### config.mk
export PLATFORM = sky130hd
export DESIGN_NAME = csr_rmw_unit
export DESIGN_NICKNAME = d
export VERILOG_FILES = /design/src/rtl/csr_rmw_unit.sv
export SDC_FILE = /design/constraint.sdc
export NUM_CORES = 1
export LEC_CHECK = 0
export CORE_MARGIN = 8
export CORE_UTILIZATION = 52
export DETAILED_ROUTE_END_ITERATION = 10
export PLACE_DENSITY = 0.82
export SLEW_MARGIN = 10
export SYNTH_ARGS = -nofsm -noshare
export SYNTH_HDL_FRONTEND = slang
export SYNTH_SLANG_ARGS = --single-unit
export TNS_END_PERCENT = 5
### constraint.sdc
create_clock -name clk -period 3.45 [get_ports clk]
set_clock_uncertainty 0.05 [all_clocks]
set_input_delay 0.69 -clock clk [delete_from_list [all_inputs] [get_ports clk]]
set_output_delay 0.69 -clock clk [all_outputs]
set_load 0.01 [all_outputs]
### src/rtl/csr_rmw_unit.sv
// Zicsr read-modify-write unit: decodes CSR ops, resolves the old value through
// the output register and an in-flight write history, and registers rd/write-back.
module csr_rmw_unit #(
  parameter int XLEN  = 32,
  parameter int DEPTH = 2
) (
  input  logic            clk,
  input  logic            rst,
  input  logic            in_valid,
  output logic            in_ready,
  input  logic [31:0]     inst,
  input  logic [XLEN-1:0] rs1_val,
  input  logic [1:0]      priv,
  input  logic            flush,
  output logic [11:0]     csr_raddr,
  input  logic [XLEN-1:0] csr_rdata,
  output logic            out_valid,
  input  logic            out_ready,
  output logic [XLEN-1:0] out_rd_data,
  output logic            out_wen,
  output logic [11:0]     out_waddr,
  output logic [XLEN-1:0] out_wdata,
  output logic            out_illegal
);

  localparam logic [6:0] OPC_SYSTEM = 7'b1110011;

  typedef enum logic [2:0] {
    F3_RW  = 3'b001,
    F3_RS  = 3'b010,
    F3_RC  = 3'b011,
    F3_RWI = 3'b101,
    F3_RSI = 3'b110,
    F3_RCI = 3'b111
  } csr_op_e;

  logic [6:0]      opcode;
  logic [2:0]      funct3;
  logic [4:0]      rs1_field;
  logic            is_csr;
  logic            write_intent;
  logic            illegal;
  logic [XLEN-1:0] src;
  logic [XLEN-1:0] old_val;
  logic [XLEN-1:0] new_val;
  logic            unused_rd;

  logic [DEPTH-1:0] h_valid;
  logic [11:0]      h_addr [DEPTH];
  logic [XLEN-1:0]  h_data [DEPTH];

  assign opcode    = inst[6:0];
  assign funct3    = inst[14:12];
  assign rs1_field = inst[19:15];
  assign csr_raddr = inst[31:20];
  assign unused_rd = ^inst[11:7];

  assign in_ready = out_ready | ~out_valid;

  always_comb begin
    is_csr = 1'b0;
    case (funct3)
      F3_RW, F3_RS, F3_RC, F3_RWI, F3_RSI, F3_RCI: is_csr = (opcode == OPC_SYSTEM);
      default:                                     is_csr = 1'b0;
    endcase
  end

  // The I-forms reuse the rs1 field as a 5-bit zero-extended immediate.
  assign src = funct3[2] ? {{(XLEN-5){1'b0}}, rs1_field} : rs1_val;

  // Plain writes always write; set/clear forms write only with a nonzero rs1/zimm field.
  assign write_intent = (funct3[1:0] == 2'b01) | (rs1_field != 5'd0);

  assign illegal = (priv < csr_raddr[9:8]) |
                   (write_intent & (csr_raddr[11:10] == 2'b11));

  // Youngest writer wins: output register first, then h[0]..h[DEPTH-1], then the CSR file.
  always_comb begin
    old_val = csr_rdata;
    for (int i = DEPTH - 1; i >= 0; i--) begin
      if (h_valid[i] && (h_addr[i] == csr_raddr)) begin
        old_val = h_data[i];
      end
    end
    if (out_valid && out_wen && (out_waddr == csr_raddr)) begin
      old_val = out_wdata;
    end
  end

  always_comb begin
    new_val = src;
    case (funct3[1:0])
      2'b10:   new_val = old_val | src;
      2'b11:   new_val = old_val & ~src;
      default: new_val = src;
    endcase
  end

  always_ff @(posedge clk) begin
    if (rst) begin
      out_valid   <= 1'b0;
      out_wen     <= 1'b0;
      out_illegal <= 1'b0;
      out_rd_data <= '0;
      out_waddr   <= '0;
      out_wdata   <= '0;
    end else if (flush) begin
      out_valid   <= 1'b0;
      out_wen     <= 1'b0;
      out_illegal <= 1'b0;
    end else if (in_ready) begin
      out_valid   <= in_valid & is_csr;
      out_wen     <= in_valid & is_csr & write_intent & ~illegal;
      out_illegal <= in_valid & is_csr & illegal;
      out_rd_data <= old_val;
      out_waddr   <= csr_raddr;
      out_wdata   <= new_val;
    end
  end

  // History mirrors writes still in flight to the CSR file; a flushed op enters as invalid.
  always_ff @(posedge clk) begin
    if (rst) begin
      h_valid <= '0;
      for (int i = 0; i < DEPTH; i++) begin
        h_addr[i] <= '0;
        h_data[i] <= '0;
      end
    end else if (out_ready) begin
      h_valid[0] <= out_valid & out_wen & ~flush;
      h_addr[0]  <= out_waddr;
      h_data[0]  <= out_wdata;
      for (int i = 1; i < DEPTH; i++) begin
        h_valid[i] <= h_valid[i-1];
        h_addr[i]  <= h_addr[i-1];
        h_data[i]  <= h_data[i-1];
      end
    end
  end

endmodule

==> results.cfg, run 1 <==
[run_status]
status = completed

[clock_network]
cts.htree.levels = 4
cts_root_buffer = clkbuf_16
post_cts_hold_buffer_count = 0
cts.sink_count = 169
cts.path.max_buffers = 2
cts_buffers = 17
clk_transition_reported_paths_ns = 0.06
tritoncts = done
insertion_delay_ns = 0.43
post_cts_resize_count = 0
post_cts_buffers = 0

[placement]
dpl.hpwl_um = 18450
dp_slack_ns = 0.1631
placement.io_buffers = 189
globalplace.congestion = 0.8520

[synthesis]
synth_compound_area_share_pct = 18.58
post_synth_fa_ha_maj_area_fraction_pct = 0.1392
ys_ff_latch = 169
main_combinational_cell_family_by_area_after_synthesis = simple AND/OR/NAND/NOR gates
syn_area_per_cell_um2 = 9.647
synth-warning-count = 0
synth.net_count = 1036
synth-xor-area-share_pct = 3.716
synth-edff-count = 88
yosys-top-cells-area = edfxtp_1 (29%), dfxtp_1 (18%), and2_1 (6.3%)
netlist_instances = 932
synth_area_in_simple_gates_pct = 22.36
async_flop_share_pct = 0
synth.distinct_cells = 61
post_synth_mux_area_share_pct = 2.853
dominantRegCellSynth = edfxtp_1
synthDominantAreaCellType = edfxtp_1
synth_largest_type_area_fraction_pct = 29.39
netlist_area_mm2 = 0.008991
register_area_share_after_synthesis_pct = 47.43

[worst_setup_path]
cp_slowest_cell = clkdlybuf4s50_1
crit_chain = clkdlybuf4s50_1 -> nor2b_1 -> inv_1 -> clkdlybuf4s50_1
cp_slowest_stage_delay_ns = 0.58
cp.required_ns = 2.71
timing.critical_path.arrival_ns = 2.26
timing.critical_path.fanout_max = 5
critical_path_type = in -> out
critPathBufInv = 3
critical_path.most_common_cell = clkdlybuf4s50_1
crit_path_end_kind = output port
timing.critical_path.max_delay_family = buffers and inverters
startpoint_type = input port

[detailed_routing]
dr_total_vias = 8039
detail_route.drc_violations = 0
detail_route.first_pass.iterations = 6
drt-vias-per-instance = 6.090
drt_first_iter_violations = 634
avgRoutedWirePerCell_um = 20.50
totalWireLength_um = 27070
final_antenna_net_count = 0

[cells_and_area]
final_layout_size_suffix_gt1_share_pct = 7.763
register_area_mm2 = 0.004264
areaGrowthSynthToFinish_pct = 29.35
finalCoreUtilization_pct = 67.95
antenna_cells = 0
fin_nets = 1186
multi_input_comb_area_mm2 = 0.004305
final.fill_count = 1357

[timing]
timing.slew.headroom_pct = 55.10
final.setup.worst_slack_ns = 0.4527
final_setup_viols = 0
final-max-slew-violation-count = 0
setup_total_negative_slack_ns = 0
actual_slew_at_the_worst_max_slew_pin_ns = 0.6710
setup_repair_after_global_routing_missed_its_margin = no
post-route-min-period_ns = 2.997
achievable-frequency_mhz = 333.6
timing.final.crit_share_pct = 86.88
final-hold-violation-count = 0

[run]
max_cap_viol_count = 0

[floorplanning]
coreArea_mm2 = 0.01712
initial_core_util_pct = 52.53
floorplan.die.width_um = 147.5
io-pin-count = 195
floorplan.die.height_um = 147.5
total_die_area_mm2 = 0.02175
std_cell_rows = 48

[global_route]
grt_pass1_vias = 7936
globalRoute.totalOverflow = 0
grt_antenna_before_repair = 1
grt_pass1_wl_um = 42370
largest_net_degree_at_the_start_of_global_routing = 66
gr-usage-all-layers_pct = 24.41

[power]
power.leakage_nw = 4.411
cellPowerDensity_mw_per_mm2 = 429.4
power_mw = 4.994
vdd_drop_max_mv = 0.3626

[hold_path]
min_path_type = reg -> reg
worst paths after layout:
check | cells after the start | slack [ns] | startpoint | to
min reg2reg | 2 | 0.45 | out_rd_data[30] | out_rd_data[30]
max reg2reg | 6 | 1.11 | h_addr[0][12] | out_rd_data[4]
min | 2 | 0.45 | out_rd_data[30] | out_rd_data[30]
max | 4 | 0.45 | out_ready | in_ready
per-layer routing:
layer	GRT usage [%]	vias up	wire length, um
met5	0	-	11
met4	9.128	2	727
met3	6.848	60	2400
met2	39.40	406	12830
met1	30.58	3855	11100
li1	-	3716	-
cell families (layout without fill, tap and decap cells):
logic type / Yosys count / after routing
AOI/OAI and AO/OA: 246 / 246
xor gates and xnor gates: 36 / 36
adders and majority gates: 1 / 1
buffers and inverters: 89 / 252
DFF: 169 / 169
muxes: 24 / 24
and+or+nand+nor: 367 / 367
registers in the layout (all words and copies together) (netlist names):
register	count
out_waddr	12
out_illegal	1
h_addr	24
out_rd_data	32
out_valid	1
out_wen	1
out_wdata	32
h_valid	2
h_data	64
synth_stat cells (14+ instances only):
cell type	count
edfxtp_1	88
nor2b_1	16
a41oi_1	14
a31oi_1	22
a21oi_1	74
nor2_1	79
o21ai_0	20
xor2_1	22
dfxtp_1	81
clkbuf_1	55
nand2b_1	21
a211oi_1	22
nand3_1	36
and2_1	91
nand2_1	51
o21bai_1	15
or3_1	19
worst register-to-register path, stage by stage, from the launching register on:
cell	delay (ns)
edfxtp_1	0.38
xnor2_1	0.27
nand3_1	0.25
o41a_1	0.53
a211oi_1	0.32
a2bb2oi_1	0.30
a211oi_1	0.11
stage by stage:
stage / cells / area, um^2 / hold WS (ns)
after global routing: 1320 / 11630 / 0.4712
after global placement: 1288 / 11050 / 0.4311
after detailed placement: 1288 / 11050 / 0.4404
after floorplan: 932 / 8991 / 0.4116
final: 1320 / 11630 / 0.4484
after CTS: 1320 / 11630 / 0.4517
layout make-up:
class | instances | area share [%]
clock buffer | 24 | 3.970
tap | 225 | 2.421
inverter | 2 | 0.06455
clock inverter | 8 | 1.054
multi-input combinational | 674 | 37.02
timing repair buffer | 218 | 18.81
sequential | 169 | 36.66
cells in the final DEF (no fill, tap or decap), types with 7 or more instances in the layout:
master	Yosys	layout
nor2b_1	16	15
nand2_1	51	51
a41oi_1	14	14
o21bai_1	15	15
a211oi_1	22	22
buf_12	1	7
mux2i_1	11	11
xor2_1	22	22
a311oi_1	8	8
edfxtp_1	88	88
xnor2_1	13	13
or3_1	19	19
clkbuf_16	0	17
o211ai_1	9	9
nand3_1	36	36
or4b_1	10	10
o21a_1	8	8
mux2_2	13	13
a21oi_1	74	74
a31oi_1	22	22
nor3_1	12	12
clkdlybuf4s50_1	0	187
a21o_1	8	8
nand2b_1	21	20
o21ai_0	20	20
nor2_1	79	78
buf_4	13	22
dfxtp_1	81	81
a221oi_1	11	11
and2_1	91	91
power by group:
group          internal, mW  total (mW)  switching (mW)
registers              2.24        2.33          0.0872
clock network          1.16        1.93           0.778
logic                 0.372       0.732           0.360
total                  3.77        4.99            1.22
Power figures use the tool's default switching activity.
==> inputs of run 2 (changes only) <==
--- a/config.mk
+++ b/config.mk
@@ -8,6 +8,7 @@
 export CORE_MARGIN = 8
 export CORE_UTILIZATION = 52
 export DETAILED_ROUTE_END_ITERATION = 10
+export GPL_TIMING_DRIVEN = 0
 export PLACE_DENSITY = 0.82
 export SLEW_MARGIN = 10
 export SYNTH_ARGS = -nofsm -noshare
==> constraint.sdc (replaced) <==
create_clock -name clk -period 3.35 [get_ports clk]
set_clock_uncertainty 0.05 [all_clocks]
set_input_delay 0.67 -clock clk [delete_from_list [all_inputs] [get_ports clk]]
set_output_delay 0.67 -clock clk [all_outputs]
set_load 0.01 [all_outputs]
==> run 2 against run 1 <==
Effect of this change:
- non-clock buffer count rose by 57
- critical path depth rose by 5
- combinational power grew 7.2%
- core utilization is 0.56 points higher
- first-iteration DRC count up 57%
- wire length rose by 12%
- via count grew 7.0%
- hold slack worse by 0.0011 ns
- clock-buffer cell count decreased by 3
- power is 2.1% higher
- final cell count increased by 4.3%
- largest cell class unchanged
==> results.cfg, run 2 (same netlist as run 1, synthesis figures left out) <==
[placement]
placement.io_buffers = 186
postPlaceCellArea_mm2 = 0.01116
globalplace.congestion = 0.9290
dpl.hpwl_um = 22190

[hold_path]
holdCritStartpoint = out_rd_data[21]
min_to = out_rd_data[21]
min_path_type = reg -> reg
hold_depth = 2

[cells_and_area]
antenna_cells = 0
final_layout_size_suffix_gt1_share_pct = 6.944
largest_register_ffs = 64
final_area_mm2 = 0.01173
fin_nets = 1243
final_cell_mix = clkdlybuf4s50_1 (186), and2_1 (91), edfxtp_1 (88)
areaGrowthSynthToFinish_pct = 30.42
largestRegisters = h_data: 64 flops, out_rd_data: 32 flops, out_wdata: 32 flops
register_with_the_most_flip_flops = h_data
layout.cells.most_common = clkdlybuf4s50_1
final.fill_count = 1376

[worst_setup_path]
crit_path_end_kind = flop
timing.critical_path.max_delay_family = buffers and inverters
timing.critical_path.arrival_ns = 3.55
critical_path.most_common_cell = clkbuf_1
worstReg2RegStart = out_valid
cp.required_ns = 3.64
r2r_slack_ns = 0.52
ff2ff_path_depth = 8
crit_chain = clkdlybuf4s50_1 -> nor2b_1 -> inv_1 -> nand2b_1 -> buf_2 -> clkbuf_1 -> clkbuf_1 -> a21oi_1 -> o22ai_1
rr_endpoint = out_wdata[4]
cp_slowest_cell = clkdlybuf4s50_1
critPathBufInv = 5
critical_path_type = in -> reg
cp_slowest_stage_delay_ns = 0.55
timing.critical_path.fanout_max = 10
startpoint_type = input port

[detailed_routing]
detail_route.drc_violations = 0
avgRoutedWirePerCell_um = 22.02
wl_met3_um = 3494
final_antenna_net_count = 0
drt-vias-per-instance = 6.249
dr.max_layer_used = met4
wire_length_on_met2_um = 14110
dr_total_vias = 8605
totalWireLength_um = 30320
drt_first_iter_violations = 993
wirelength_met1_um = 11550
detail_route.first_pass.iterations = 7

[floorplanning]
initial_core_util_pct = 52.53
floorplan.die.height_um = 147.5
total_die_area_mm2 = 0.02175
floorplan.die.width_um = 147.5
io-pin-count = 195
coreArea_mm2 = 0.01712
std_cell_rows = 48

[clock_network]
clk_transition_reported_paths_ns = 0.06
insertion_delay_ns = 0.44
cts.htree.levels = 4
cts_root_buffer = clkbuf_16
cts_buffers = 17
cts.sink_count = 169
cts.path.max_buffers = 2
post_cts_hold_buffer_count = 0
tritoncts = done
post_cts_resize_count = 0
post_cts_buffers = 1

[timing]
timing.slew.headroom_pct = 53.50
final_setup_viols = 0
hold_slack_ns = 0.4473
setup_repair_after_global_routing_missed_its_margin = no
timing.final.crit_share_pct = 97.31
actual_slew_at_the_worst_max_slew_pin_ns = 0.6960
achievable-frequency_mhz = 306.7
final-max-slew-violation-count = 0
post-route-min-period_ns = 3.260
final-hold-violation-count = 0

[global_route]
gr-usage-all-layers_pct = 27.30
globalRoute.totalOverflow = 0
grt_pass1_wl_um = 46100
grt_antenna_before_repair = 0
largest_net_degree_at_the_start_of_global_routing = 59
grt_pass1_vias = 8420

[power]
cellPowerDensity_mw_per_mm2 = 434.7
power.leakage_nw = 4.440
vdd_drop_max_mv = 0.4082

[run_status]
status = completed

[run]
max_cap_viol_count = 0
run 2: worst max-delay path by stage:
| stage | start | endpoint | cells past startpoint |
|---|---|---|---|
| 6_report | out_ready | out_wdata[4] | 9 |
| 3_5_place_dp | inst[27] | out_wdata[11] | 9 |
| 2_1_floorplan | rst | h_addr[0][0] | 3 |
| 5_1_grt | out_ready | out_wdata[4] | 9 |
| 3_3_place_gp | rst | h_addr[0][14] | 4 |
| 4_1_cts | out_ready | out_wdata[4] | 9 |
run 2: power breakdown:
group	total (mW)	switching, mW	internal, mW
sequential	2.40	0.0953	2.31
clock	1.91	0.809	1.10
combinational	0.785	0.396	0.388
total	5.10	1.30	3.80
run 2: layout make-up:
cell class / instances / area [um^2] / share of cell area (%)
clock inverter: 11 / 103.9 / 0.8856
timing repair buffer: 188 / 1897 / 16.18
sequential: 169 / 4264 / 36.36
tap: 225 / 281.5 / 2.401
clock buffer: 21 / 450.4 / 3.841
inverter: 2 / 7.507 / 0.06402
multi-input combinational: 674 / 4287 / 36.56
buffer: 87 / 435.4 / 3.713
run 2: layer usage:
layer / up-vias / global-route usage, %
li1: 3828 / -
met1: 4105 / 33.40
met2: 571 / 43.39
met3: 101 / 8.254
met4: 0 / 12.90
met5: - / 0
run 2: stage by stage:
stage	setup TNS, ns	utilization, %	setup WS (ns)	instances	total power, mW
final	0	68.51	0.08997	1377	5.097
after CTS	0	68.51	0.1749	1377	5.069
after global routing	0	68.51	0.01133	1377	5.242
after floorplan	0	-	0.5343	932	2.795
after global placement	-99.52	65.05	-1.013	1343	3.194
after detailed placement	-26.79	65.23	-0.5063	1344	3.214
run 2: worst reg2reg max path: cells and delay by family, from the launching register on:
| kind | cells | cell delay, ns |
|---|---|---|
| DFF | 1 | 0.37 |
| AOI/OAI and AO/OA | 2 | 0.43 |
| buffers and inverters | 4 | 1.41 |
| and+or+nand+nor | 2 | 0.47 |
==> inputs of run 3 (changes only) <==
--- a/config.mk
+++ b/config.mk
@@ -5,11 +5,13 @@
 export SDC_FILE = /design/constraint.sdc
 export NUM_CORES = 1
 export LEC_CHECK = 0
+export ABC_AREA = 1
+export CAP_MARGIN = 20
 export CORE_MARGIN = 8
 export CORE_UTILIZATION = 52
 export DETAILED_ROUTE_END_ITERATION = 10
 export GPL_TIMING_DRIVEN = 0
-export PLACE_DENSITY = 0.82
+export PLACE_DENSITY = 0.81
 export SLEW_MARGIN = 10
 export SYNTH_ARGS = -nofsm -noshare
 export SYNTH_HDL_FRONTEND = slang
==> run 3 against run 2 <==
Effect of this change:
- clock-buffer cell count rose by 1
- final area rose by 2.2%
- die area rose by 2.3%
- wire length rose by 0.39%
- critical path type unchanged
==> results.cfg, run 3 <==
[synthesis]
netlist_instances = 1269
async_flop_share_pct = 0
synth_compound_area_share_pct = 10.60
post_synth_fa_ha_maj_area_fraction_pct = 0.1356
yosys-top-cells-area = edfxtp_1 (29%), dfxtp_1 (18%), nand2_1 (11%)
synth_area_in_simple_gates_pct = 28.12
synth-edff-count = 88
netlist_area_mm2 = 0.009228
synth-warning-count = 0
main_combinational_cell_family_by_area_after_synthesis = simple AND/OR/NAND/NOR gates
ys_top_cells_by_count = nand2_1 (273), inv_1 (204), nor2_1 (198)
synth_largest_type_area_fraction_pct = 28.64
synth.net_count = 1373
synthDominantAreaCellType = edfxtp_1
post_synth_mux_area_share_pct = 0.6102
synth-xor-area-share_pct = 0.5695
register_area_share_after_synthesis_pct = 46.21
syn_area_per_cell_um2 = 7.272
synth.distinct_cells = 38
ys_ff_latch = 169
most_common_cell_in_the_synthesized_netlist = nand2_1
dominantRegCellSynth = edfxtp_1

[detailed_routing]
detail_route.drc_violations = 0
dr_total_vias = 9136
wl_met3_um = 3048
final_antenna_net_count = 0
detail_route.first_pass.iterations = 6
totalWireLength_um = 30440
wire_length_on_met2_um = 14220
dr.max_layer_used = met4
avgRoutedWirePerCell_um = 17.75
drt_first_iter_violations = 948
wirelength_met1_um = 12030
drt-vias-per-instance = 5.327

[clock_network]
cts_buffers = 17
post_cts_buffers = 0
clk_transition_reported_paths_ns = 0.06
cts.path.max_buffers = 2
insertion_delay_ns = 0.43
cts_root_buffer = clkbuf_16
post_cts_hold_buffer_count = 0
cts.sink_count = 169
post_cts_resize_count = 0
tritoncts = done
cts.htree.levels = 4

[timing]
timing.slew.headroom_pct = 39.26
actual_slew_at_the_worst_max_slew_pin_ns = 0.9111
setup_repair_after_global_routing_missed_its_margin = no
final-max-slew-violation-count = 0
timing.final.crit_share_pct = 84.29
post-route-min-period_ns = 2.824
achievable-frequency_mhz = 354.1
hold_slack_ns = 0.4190
final_setup_viols = 0
final-hold-violation-count = 0

[floorplanning]
std_cell_rows = 48
floorplan.die.height_um = 149.2
io-pin-count = 195
initial_core_util_pct = 53.35
floorplan.die.width_um = 149.2
total_die_area_mm2 = 0.02226
coreArea_mm2 = 0.01730

[worst_setup_path]
critical_path_type = in -> reg
startpoint_type = input port
ff2ff_path_depth = 7
timing.critical_path.arrival_ns = 2.93
rr_endpoint = out_wdata[0]
crit_path_end_kind = flop
cp.required_ns = 3.45
timing.critical_path.fanout_max = 10
r2r_slack_ns = 1.10
worstReg2RegStart = out_valid

[cells_and_area]
final_cell_mix = nand2_1 (272), inv_1 (204), nor2_1 (198)
largestRegisters = h_data: 64 flops, out_rd_data: 32 flops, out_wdata: 32 flops
areaGrowthSynthToFinish_pct = 29.86
antenna_cells = 0
layout.cells.most_common = nand2_1
register_with_the_most_flip_flops = h_data
largest_register_ffs = 64
finish.cell_count_without_fillers = 1715
fin_nets = 1581
final_layout_size_suffix_gt1_share_pct = 8.725

[power]
power.leakage_nw = 5.416
cellPowerDensity_mw_per_mm2 = 427.1
vdd_drop_max_mv = 0.4016

[hold_path]
min_path_type = reg -> reg
min_to = out_rd_data[12]
hold_depth = 2
holdCritStartpoint = out_rd_data[12]

[placement]
placement.io_buffers = 188
globalplace.congestion = 0.9003
dpl.hpwl_um = 22400
numPlacedInstances = 1683

[global_route]
grt_pass1_wl_um = 46730
globalRoute.totalOverflow = 0
largest_net_degree_at_the_start_of_global_routing = 48
grt_antenna_before_repair = 0
gr-usage-all-layers_pct = 27.30
grt_pass1_vias = 8767

[run]
max_cap_viol_count = 0

[run_status]
status = completed
## run 3: per-stage QoR
stage                     power, mW  setup slack, ns  utilization (%)  setup TNS (ns)  instance area [um^2]
final                         5.117           0.5263            69.28               0                 11980
after global routing          5.279           0.5047            69.28               0                 11980
after CTS                     5.110           0.6177            69.28               0                 11980
after detailed placement      3.233           0.1840            66.06               0                 11430
after global placement        3.214          -0.5281            65.87          -46.87                 11390
after floorplan               2.811           0.6899                -               0                  9230
## run 3: cells by family (layout without fill, tap and decap cells)
kind of cell    count (synthesis)  in the layout
buf+inv                       303            524
mux                             5              5
simple gates                  607            607
fa+ha+maj                       1              1
xor+xnor                        6              6
flops                         169            169
compound gates                178            178
## run 3: worst max-delay path: stages
cell      delay [ns]
clkbuf_1        0.42
clkinv_1        0.64
nand2_1         0.50
clkbuf_1        0.59
nor2_1          0.10
## run 3: worst max path at each step
stage	from	to	slack, ns	cells past startpoint
after floorplan	rst	h_addr[0][0]	0.69	3
after global placement	rst	h_data[0][44]	-0.53	3
after detailed placement	out_ready	out_waddr[6]	0.18	8
after CTS	inst[20]	csr_raddr[0]	0.62	3
after global routing	inst[20]	out_wdata[6]	0.50	13
final	rst	h_data[0][33]	0.53	5
## run 3: area by class of cell
class | instances | area [um^2]
buffer | 76 | 416.7
clock buffer | 22 | 465.4
clock inverter | 10 | 91.34
fill | 1452 | 5314
inverter | 227 | 852.1
multi-input combinational | 797 | 3702
sequential | 169 | 4264
tap | 225 | 281.5
timing repair buffer | 189 | 1909
## run 3: power breakdown
part           switching, mW  leakage (nW)  total, mW  internal [mW]
registers             0.0770          1.65       2.38           2.31
logic                  0.451          3.50      0.817          0.366
clock network          0.848         0.266       1.92           1.07
total                   1.38          5.42       5.12           3.74
## run 3: metal layers
layer	GRT usage [%]	up-vias
met5	0	-
met4	12.82	0
met3	6.189	67
met2	43.91	510
met1	34.25	4178
li1	-	4381
